==> config.mk <==
export PLATFORM = sky130hd
export DESIGN_NAME = arb6_rr
export DESIGN_NICKNAME = d
export VERILOG_FILES = /design/src/rtl/arb6_pkg.sv /design/src/rtl/arb6_rr_pick.sv /design/src/rtl/arb6_rr.sv
export SDC_FILE = /design/constraint.sdc
export NUM_CORES = 1
export LEC_CHECK = 0
export ABC_CLOCK_PERIOD_IN_PS = 6600
export CORE_ASPECT_RATIO = 0.7
export CORE_UTILIZATION = 40
export DETAILED_ROUTE_END_ITERATION = 8
export GPL_ROUTABILITY_DRIVEN = 0
export PLACE_DENSITY = 0.56
export SYNTH_ARGS = -nofsm -noshare
export SYNTH_HDL_FRONTEND = slang
export SYNTH_HIERARCHICAL = 1
export SYNTH_SLANG_ARGS = --single-unit
==> constraint.sdc <==
create_clock -name CK -period 6.6 [get_ports CK]
set_clock_uncertainty 0.1 [all_clocks]
set_input_delay 0.66 -clock CK [delete_from_list [all_inputs] [get_ports CK]]
set_output_delay 0.66 -clock CK [all_outputs]
set_load 0.01 [all_outputs]
==> src/rtl/arb6_pkg.sv <==
`default_nettype none
// ============================================================================
// Module   : arb6_pkg
// Brief    : Shared types, sizes and index helpers for the six-way arbiter.
// Revision : 1.0 - initial release
// ============================================================================
package arb6_pkg;

    localparam int NREQ  = 6;
    localparam int IDX_W = 3;

    typedef enum logic [1:0] {
        IDLE  = 2'd0,
        GRANT = 2'd1,
        GAP   = 2'd2
    } arb_state_t;

    function automatic logic [IDX_W-1:0] next_idx(input logic [IDX_W-1:0] i);
        return (i == IDX_W'(NREQ - 1)) ? '0 : i + IDX_W'(1);
    endfunction

    function automatic logic [NREQ-1:0] onehot(input logic [IDX_W-1:0] i);
        return NREQ'(1) << i;
    endfunction

endpackage
`default_nettype wire

==> src/rtl/arb6_rr_pick.sv <==
`default_nettype none
// ============================================================================
// Module   : arb6_rr_pick
// Brief    : Rotating first-one finder; scans i_start, i_start+1, ... mod 6.
// Revision : 1.0 - initial release
// ============================================================================
module arb6_rr_pick
    import arb6_pkg::*;
(
    input  logic [NREQ-1:0]  i_mask,
    input  logic [IDX_W-1:0] i_start,
    output logic             o_found,
    output logic [IDX_W-1:0] o_idx
);

    logic [IDX_W-1:0] w_pos;

    always_comb begin
        o_found = 1'b0;
        o_idx   = i_start;
        w_pos   = i_start;
        for (int k = 0; k < NREQ; k++) begin
            if (!o_found && i_mask[w_pos]) begin
                o_found = 1'b1;
                o_idx   = w_pos;
            end
            w_pos = next_idx(w_pos);
        end
    end

endmodule
`default_nettype wire

==> src/rtl/arb6_rr.sv <==
`default_nettype none
// ============================================================================
// Module   : arb6_rr
// Brief    : Six-way round-robin arbiter, registered one-hot grant, hold
//            timeout. Optional high-priority mask via ARB6_PRIORITY_EN.
// Revision : 1.0 - initial release
// ============================================================================
module arb6_rr
    import arb6_pkg::*;
#(
    parameter int HOLD_MAX = 15,
    parameter int CNT_W    = 8
)(
    input  logic       CK,
    input  logic       CD,
    input  logic [5:0] REQ,
`ifdef ARB6_PRIORITY_EN
    input  logic [5:0] HPRI,
`endif
    output logic [5:0] GNT,
    output logic [2:0] GID,
    output logic       BUSY,
    output logic       ANY,
    output logic       TMO
);

    localparam logic [CNT_W-1:0] c_hold    = CNT_W'(HOLD_MAX);
    localparam logic [CNT_W-1:0] c_cnt_sat = '1;

    arb_state_t       r_state, w_state_nx;
    logic [IDX_W-1:0] r_ptr, w_ptr_nx;
    logic [CNT_W-1:0] r_cnt, w_cnt_nx;
    logic [NREQ-1:0]  r_gnt, w_gnt_nx;
    logic [IDX_W-1:0] r_gid, w_gid_nx;
    logic             r_busy, w_busy_nx;
    logic             r_tmo, w_tmo_nx;

    logic [NREQ-1:0]  w_mask;
    logic             w_found;
    logic [IDX_W-1:0] w_idx;
    logic             w_req_cur;
    logic             w_timeout;
    logic             w_release;

    assign ANY = |REQ;

`ifdef ARB6_PRIORITY_EN
    assign w_mask = (|(REQ & HPRI)) ? (REQ & HPRI) : REQ;
`else
    assign w_mask = REQ;
`endif

    arb6_rr_pick u_pick (
        .i_mask  (w_mask),
        .i_start (r_ptr),
        .o_found (w_found),
        .o_idx   (w_idx)
    );

    // r_gnt is one-hot at GID while granting, so this is REQ[GID].
    assign w_req_cur = |(REQ & r_gnt);
    assign w_timeout = (HOLD_MAX != 0) && (r_cnt >= c_hold);
    assign w_release = !w_req_cur || w_timeout;

    always_ff @(posedge CK) begin
        if (CD) begin
            r_state <= IDLE;
            r_ptr   <= '0;
            r_cnt   <= '0;
            r_gnt   <= '0;
            r_gid   <= '0;
            r_busy  <= 1'b0;
            r_tmo   <= 1'b0;
        end else begin
            r_state <= w_state_nx;
            r_ptr   <= w_ptr_nx;
            r_cnt   <= w_cnt_nx;
            r_gnt   <= w_gnt_nx;
            r_gid   <= w_gid_nx;
            r_busy  <= w_busy_nx;
            r_tmo   <= w_tmo_nx;
        end
    end

    always_comb begin
        w_state_nx = r_state;
        case (r_state)
            IDLE:    if (w_found) w_state_nx = GRANT;
            GRANT:   if (w_release) w_state_nx = GAP;
            GAP:     w_state_nx = IDLE;
            default: w_state_nx = IDLE;
        endcase
    end

    always_comb begin
        w_gnt_nx  = r_gnt;
        w_gid_nx  = r_gid;
        w_busy_nx = r_busy;
        w_tmo_nx  = 1'b0;
        w_ptr_nx  = r_ptr;
        w_cnt_nx  = r_cnt;
        case (r_state)
            IDLE: begin
                if (w_found) begin
                    w_gnt_nx  = onehot(w_idx);
                    w_gid_nx  = w_idx;
                    w_busy_nx = 1'b1;
                    w_cnt_nx  = CNT_W'(1);
                end
            end
            GRANT: begin
                if (w_release) begin
                    w_gnt_nx  = '0;
                    w_busy_nx = 1'b0;
                    w_ptr_nx  = next_idx(r_gid);
                    // A simultaneous drop wins over the timeout.
                    w_tmo_nx  = w_timeout && w_req_cur;
                end else if (r_cnt != c_cnt_sat) begin
                    w_cnt_nx  = r_cnt + CNT_W'(1);
                end
            end
            GAP: begin
                w_gnt_nx  = '0;
                w_busy_nx = 1'b0;
            end
            default: begin
                w_gnt_nx  = '0;
                w_busy_nx = 1'b0;
            end
        endcase
    end

    assign GNT  = r_gnt;
    assign GID  = r_gid;
    assign BUSY = r_busy;
    assign TMO  = r_tmo;

endmodule
`default_nettype wire

Word level (Yosys, flattened, before mapping)
Cells that the tools add are included.
- input port bits: 8
- output and inout port bits: 12
- bits in registers: 24
- word-level logic and storage cells: 101
- bitwise operators: 3
- shifts and indexed selects: 1
- multiplexer cells: 42
- reductions and logical operators: 22
- order comparisons: 7
- $add $sub $neg: 7
- eq/ne operators: 12
- operators by type and width (kind ; count):
    $mux W3 ; 11
    $lt A3 B4 Y1 const B ; 6
    $mux W8 ; 3
    $add A3 B1 Y3 const B ; 6
    $bmux W1 S3 ; 6
    $eq A3 B3 Y1 const B ; 6
    $pmux W8 S2 ; 1
    $mux W1 ; 14
    $mux W6 ; 2
    $pmux W6 S2 ; 1
    $reduce_or A6 Y1 ; 2
    $add A8 B1 Y8 const B ; 1
    $ge A8 B4 Y1 const B ; 1
    $ne A8 B8 Y1 const B ; 1
    $and A6 B6 Y6 ; 1
    $logic_and A1 B1 Y1 ; 6
    $logic_not A1 Y1 ; 6
    $ne A2 B2 Y1 const B ; 3
    $reduce_and A2 Y1 ; 3
    $shl A1 B3 Y6 const A ; 1
    $mux W2 ; 2
    $pmux W2 S2 ; 1
    $reduce_and A4 Y1 ; 1
    $reduce_or A3 Y1 ; 1
    7 further kinds ; 8

Longest topological paths before layout
- depth in word-level cells: 21
- gate-level depth with buffers: 11
- depth with buffers taken out: 9

Cells and area by module
The synthesis kept the hierarchy.
- modules (own cells, without submodules) (module ; cells an instance ; sequential area each (um2) ; times used ; area an instance (um2)):
    arb6_rr ; 107 ; 480.5 ; 1 ; 1054.8
    arb6_rr_pick ; 97 ; 0.0 ; 1 ; 661.9

Least setup slack after synthesis
Ideal clock, no wire load.
- path type: input to register
- from: in REQ[5]
- to: reg r_cnt[2]
- library setup time: 101 ps
- stages on the path: 9
- data arrival time: 2712 ps
- slack: 3687 ps
- data required time: 6399 ps
- buffers on the path: 0
- path through: mux2_2 -> nor3_2 -> a221oi_2 -> or4_4 -> or3_1 -> nor3b_2 -> nor2_1 -> o311ai_0 -> o41ai_1
- cells in the longest elaborated chain, start to end: 20
- elaborated cells between the ends (all ways): 35
- classes of those cells: 2 x eq/ne; 18 x mux; 1 x bitwise; 14 x reduce/logical
- ends and longest elaborated chain (item ; line ; text):
    start, declared ; arb6_rr.sv:16 ; input logic [5:0] REQ,
    $bmux W1 S3 ; arb6_rr_pick.sv:23 ; if (!o_found && i_mask[w_pos]) begin
    $mux W1 (not written as such) ; arb6_rr_pick.sv:23 ;
    $mux W1 ; arb6_rr_pick.sv:23 ;
    $logic_not A1 Y1 ; arb6_rr_pick.sv:23 ;
    $logic_and A1 B1 Y1 ; arb6_rr_pick.sv:23 ;
    $mux W1 ; arb6_rr_pick.sv:23 ;
    $logic_not A1 Y1 ; arb6_rr_pick.sv:23 ;
    $logic_and A1 B1 Y1 ; arb6_rr_pick.sv:23 ;
    (+5 left out) ; -- ;
    $logic_and A1 B1 Y1 ; arb6_rr_pick.sv:23 ;
    $mux W1 ; arb6_rr_pick.sv:23 ;
    $logic_not A1 Y1 ; arb6_rr_pick.sv:23 ;
    $logic_and A1 B1 Y1 ; arb6_rr_pick.sv:23 ;
    $mux W1 (*) ; arb6_rr_pick.sv:23 ;
    named net w_found ; arb6_rr.sv:39 ; logic w_found;
    $ne A2 B1 Y1 (no source line) (*) ; -- ;
    $reduce_and A4 Y1 (no source line) (*) ; -- ;
    end signal, assigned ; arb6_rr.sv:77 ; r_cnt <= w_cnt_nx;
    end, declared ; arb6_rr.sv:32 ; logic [CNT_W-1:0] r_cnt, w_cnt_nx;
Mark *: on every way through the listed nets, which the timed path passes. The rest lies on a longest branch. The select of a mux whose other input is x is not followed.
A chain may end at the register's enable or synchronous reset.

Worst setup path in the final report
- from: in REQ[3]
- to: reg r_gnt[0] (netlist: GNT[0])
- cells in the longest elaborated chain, start to end: 21
- elaborated cells between the ends (all ways): 43
- classes of those cells: 2 x eq/ne; 1 x shift; 25 x mux; 1 x bitwise; 14 x reduce/logical
- ends and longest elaborated chain (item ; line ; text):
    $bmux W1 S3 ; arb6_rr_pick.sv:23 ;
    $mux W1 (not written as such) ; arb6_rr_pick.sv:23 ;
    $mux W1 ; arb6_rr_pick.sv:23 ;
    $logic_not A1 Y1 ; arb6_rr_pick.sv:23 ;
    $logic_and A1 B1 Y1 ; arb6_rr_pick.sv:23 ;
    $mux W1 ; arb6_rr_pick.sv:23 ;
    $logic_not A1 Y1 ; arb6_rr_pick.sv:23 ;
    $logic_and A1 B1 Y1 ; arb6_rr_pick.sv:23 ;
    (+6 left out) ; -- ;
    $mux W1 ; arb6_rr_pick.sv:23 ;
    $logic_not A1 Y1 ; arb6_rr_pick.sv:23 ;
    $logic_and A1 B1 Y1 ; arb6_rr_pick.sv:23 ;
    $mux W3 (*) ; arb6_rr_pick.sv:23 ;
    named net w_idx[0] ; arb6_rr.sv:40 ; logic [IDX_W-1:0] w_idx;
    $shl A1 B3 Y6 (*) ; arb6_pkg.sv:23 ; return NREQ'(1) << i;
    $mux W6 (*) ; arb6_rr.sv:104 ; if (w_found) begin
    $pmux W6 S2 (*) ; arb6_rr.sv:102 ; case (r_state)
    end signal, assigned ; arb6_rr.sv:78 ; r_gnt <= w_gnt_nx;
    end, declared ; arb6_rr.sv:33 ; logic [NREQ-1:0] r_gnt, w_gnt_nx;
Marks and branches as above.

==> flow_summary.toml <==
[layout]
area_delta_synth_final_pct = 14.4
nets = 228
drive_gt1_share_pct = 12.0
antenna_cells = 0
instances_no_fill = 269
final_area_sq_mm = 0.00196

[global_routing]
grt_pass1_vias = 1550
grt_max_degree = 31
grt_pass1_wl_um = 7610
grt_usage_pct = 21.5
grt.overflow.total = 0
antenna_found_initial = 0

[synthesis]
yosys_warnings = 6
synth_fp_nets = 213
mappedNetlistArea_sq_mm = 0.00172
ys_top_cells_by_area = "dfxtp_1, mux2i_1, nor2_1"
synth_ff_type = "dfxtp_1"
synth_seq_cells = 24
yosys.cell_types.count = 61
async_flop_share_pct = 0
synth_top_area_share_pct = 28.0
ys_seq_area_share_pct = 28.0
avgSynthCellArea_sq_um = 8.41
synthCells = 204
synth_edf_count = 0
synth_most_common_cell = "dfxtp_1"
synth_top_area_cell = "dfxtp_1"
synth_common_cells = "dfxtp_1, nor2_1, mux2i_1, nand2_1, a21oi_1"

[floorplan]
core-area_sq_mm = 0.00402
dieWidth_um = 80.3
die_area_sq_mm = 0.00456
start_util_pct = 42.7
fp.dieH_um = 56.8
pin_count = 20
rows = 19

[worst_hold_path]
hold_class = "reg -> reg"

[setup_path]
worst-path-buf-inv = 3
required_ps = 6650
cpMostUsedCell = "inv_1"
endpoint_kind = "flip-flop"
crit_type = "in -> reg"
cp.arrival_ps = 3700
rrSetupSlack_ps = 3040
cp_top_family = "compound AO/OA/AOI/OAI gates"
worstSetupStartpointType = "input port"
path_cells = "clkdlybuf4s50_1 -> inv_1 -> o41ai_1 -> a21oi_1 -> a21boi_1 -> o31ai_1 -> xor2_1 -> inv_1 -> a32o_1"
slowest_stage = "o41ai_1"
critical-path-max-stage-delay_ps = 790
path_max_fanout = 8

[placement]
post-place-ws_ps = 2760
post_dp_cell_area_sq_mm = 0.00192
placed_cells = 266
portBuffers = 19
dp_hpwl_um = 3420

[timing]
rsz0062_at_grt = "false"
finalCritPeriodShare_pct = 55.3
hold_viol = 0
relSlewSlack_pct = 40.4
setup-violations-final = 0
finalMaxSlewViolations = 0
fin_setup_tns_ps = 0
worstMarginPinSlew_ps = 882
fin_crit_ps = 3650
fmax_ghz = 0.274
setup_ws_ps = 2950

[clock_tree]
ctsResizeCount = 0
cts_tree = "yes"
worstSkewPairLatency_ps = 260
clk_pin_slew_ps = 80
htreeDepth = 1
cts_root_buf = "clkbuf_8"
ctsHoldBuffers = 0
cts.path.max_buffers = 2
post-cts-setup-buffers = 0
cts_buffers = 3
cts.sinks = 24

[power_and_ir_drop]
p_sw_share_pct = 48.1
clockPowerShare_pct = 9.7
ir_drop_mv = 0.186
p_int_mw = 0.436
finalPower_mw = 0.840
power.density_mw_per_mm2 = 428
power_leakage_nw = 0.731
power_frac_comb_pct = 62.3
sequentialPowerShare_pct = 28.1
power.switching_mw = 0.404

[drt]
vias = 1682
drt-total-wl_um = 4610
route.detailed.drc = 0
via_per_inst = 6.25
drtAntennaViolNets = 0
wl_per_cell_um = 17.1
first_iter_violations = 171
drtPass1Iterations = 5

[flow_run]
drv_cap = 0

[outcome]
status = "finished, final reports clean"
-- final timing paths --
check | cells past startpoint | start | to
worst min-delay path | 2 | r_ptr[0]$_SDFFE_PP0P_ | r_ptr[0]$_SDFFE_PP0P_
worst min register to register | 2 | r_ptr[0]$_SDFFE_PP0P_ | r_ptr[0]$_SDFFE_PP0P_
worst max-delay path | 9 | REQ[3] | GNT[0]$_SDFFE_PP0P_
worst max register to register | 9 | r_ptr[2]$_SDFFE_PP0P_ | GNT[5]$_SDFFE_PP0P_
-- cell families after synthesis --
group,Yosys count,synth area share (%)
AO/OA/AOI/OAI,57,25.3
XOR/XNOR,1,0.510
adder cells (fa/ha/maj),1,0.729
buffers and inverters,18,5.10
flip-flops,24,28.0
multiplexers,18,12.0
AND/OR/NAND/NOR,85,28.4
-- stage by stage --
stage | utilization (%) | hold WS [ps]
after floorplan | - | 349
after global placement | 47.8 | 363
after detailed placement | 47.8 | 367
after CTS | 48.9 | 378
after global routing | 48.9 | 400
final | 48.9 | 376
-- tightest hold or removal path: stages, from the launching register on --
cell and delay, ps:
dfxtp_1 320, nand3_1 60, a21oi_1 60
-- cell usage in the layout (no fill, tap or decap), drive strengths merged, types with 3 or more instances in the layout --
cell | netlist | layout
nand2b | 5 | 5
nand4 | 3 | 3
nor2 | 20 | 20
o2bb2ai | 4 | 4
and2 | 5 | 5
nand3b | 3 | 3
nand3 | 9 | 9
dfxtp | 24 | 24
a21oi | 12 | 12
or3 | 3 | 3
mux2 | 5 | 5
o311ai | 4 | 4
clkdlybuf4s50 | 0 | 19
nor2b | 3 | 3
a22oi | 4 | 4
mux2i | 12 | 12
o21ai | 5 | 5
clkbuf | 3 | 3
and3 | 5 | 5
nand2 | 13 | 13
nor3 | 6 | 6
o22ai | 3 | 3
inv | 8 | 8
-- power groups by stage --
| stage | Sequential (mW) | Combinational, mW | Clock (mW) |
|---|---|---|---|
| 4_1_cts | 0.235 | 0.511 | 0.0845 |
| 3_5_place_dp | 0.237 | 0.508 | 0 |
| 2_1_floorplan | 0.219 | 0.389 | 0 |
| 5_1_grt | 0.243 | 0.569 | 0.0917 |
| 6_report | 0.236 | 0.523 | 0.0813 |
| 3_3_place_gp | 0.238 | 0.503 | 0 |
-- sequential cells by signal, indices dropped and copies added, names as in the netlist --
signal   cells
BUSY         1
GID          3
GNT          6
TMO          1
r_cnt        8
r_ptr        3
r_state      2
-- layer usage --
metal	global-route usage [%]	vias up	share of wire, %
li1	-	808	-
met1	34.0	778	51
met2	28.2	92	39
met3	6.02	4	9.5
met4	3.57	0	0.37
met5	0	-	0
-- area by class of cell --
cell class / instances / area (sq um)
multi-input cells: 162 / 1150
flip-flops and latches: 24 / 480
repair buffers: 20 / 198
fillers: 381 / 2050
inverters: 8 / 30.0
clock buffers: 3 / 41.3
well taps: 52 / 65.1
(Power assumes the default switching activity.)
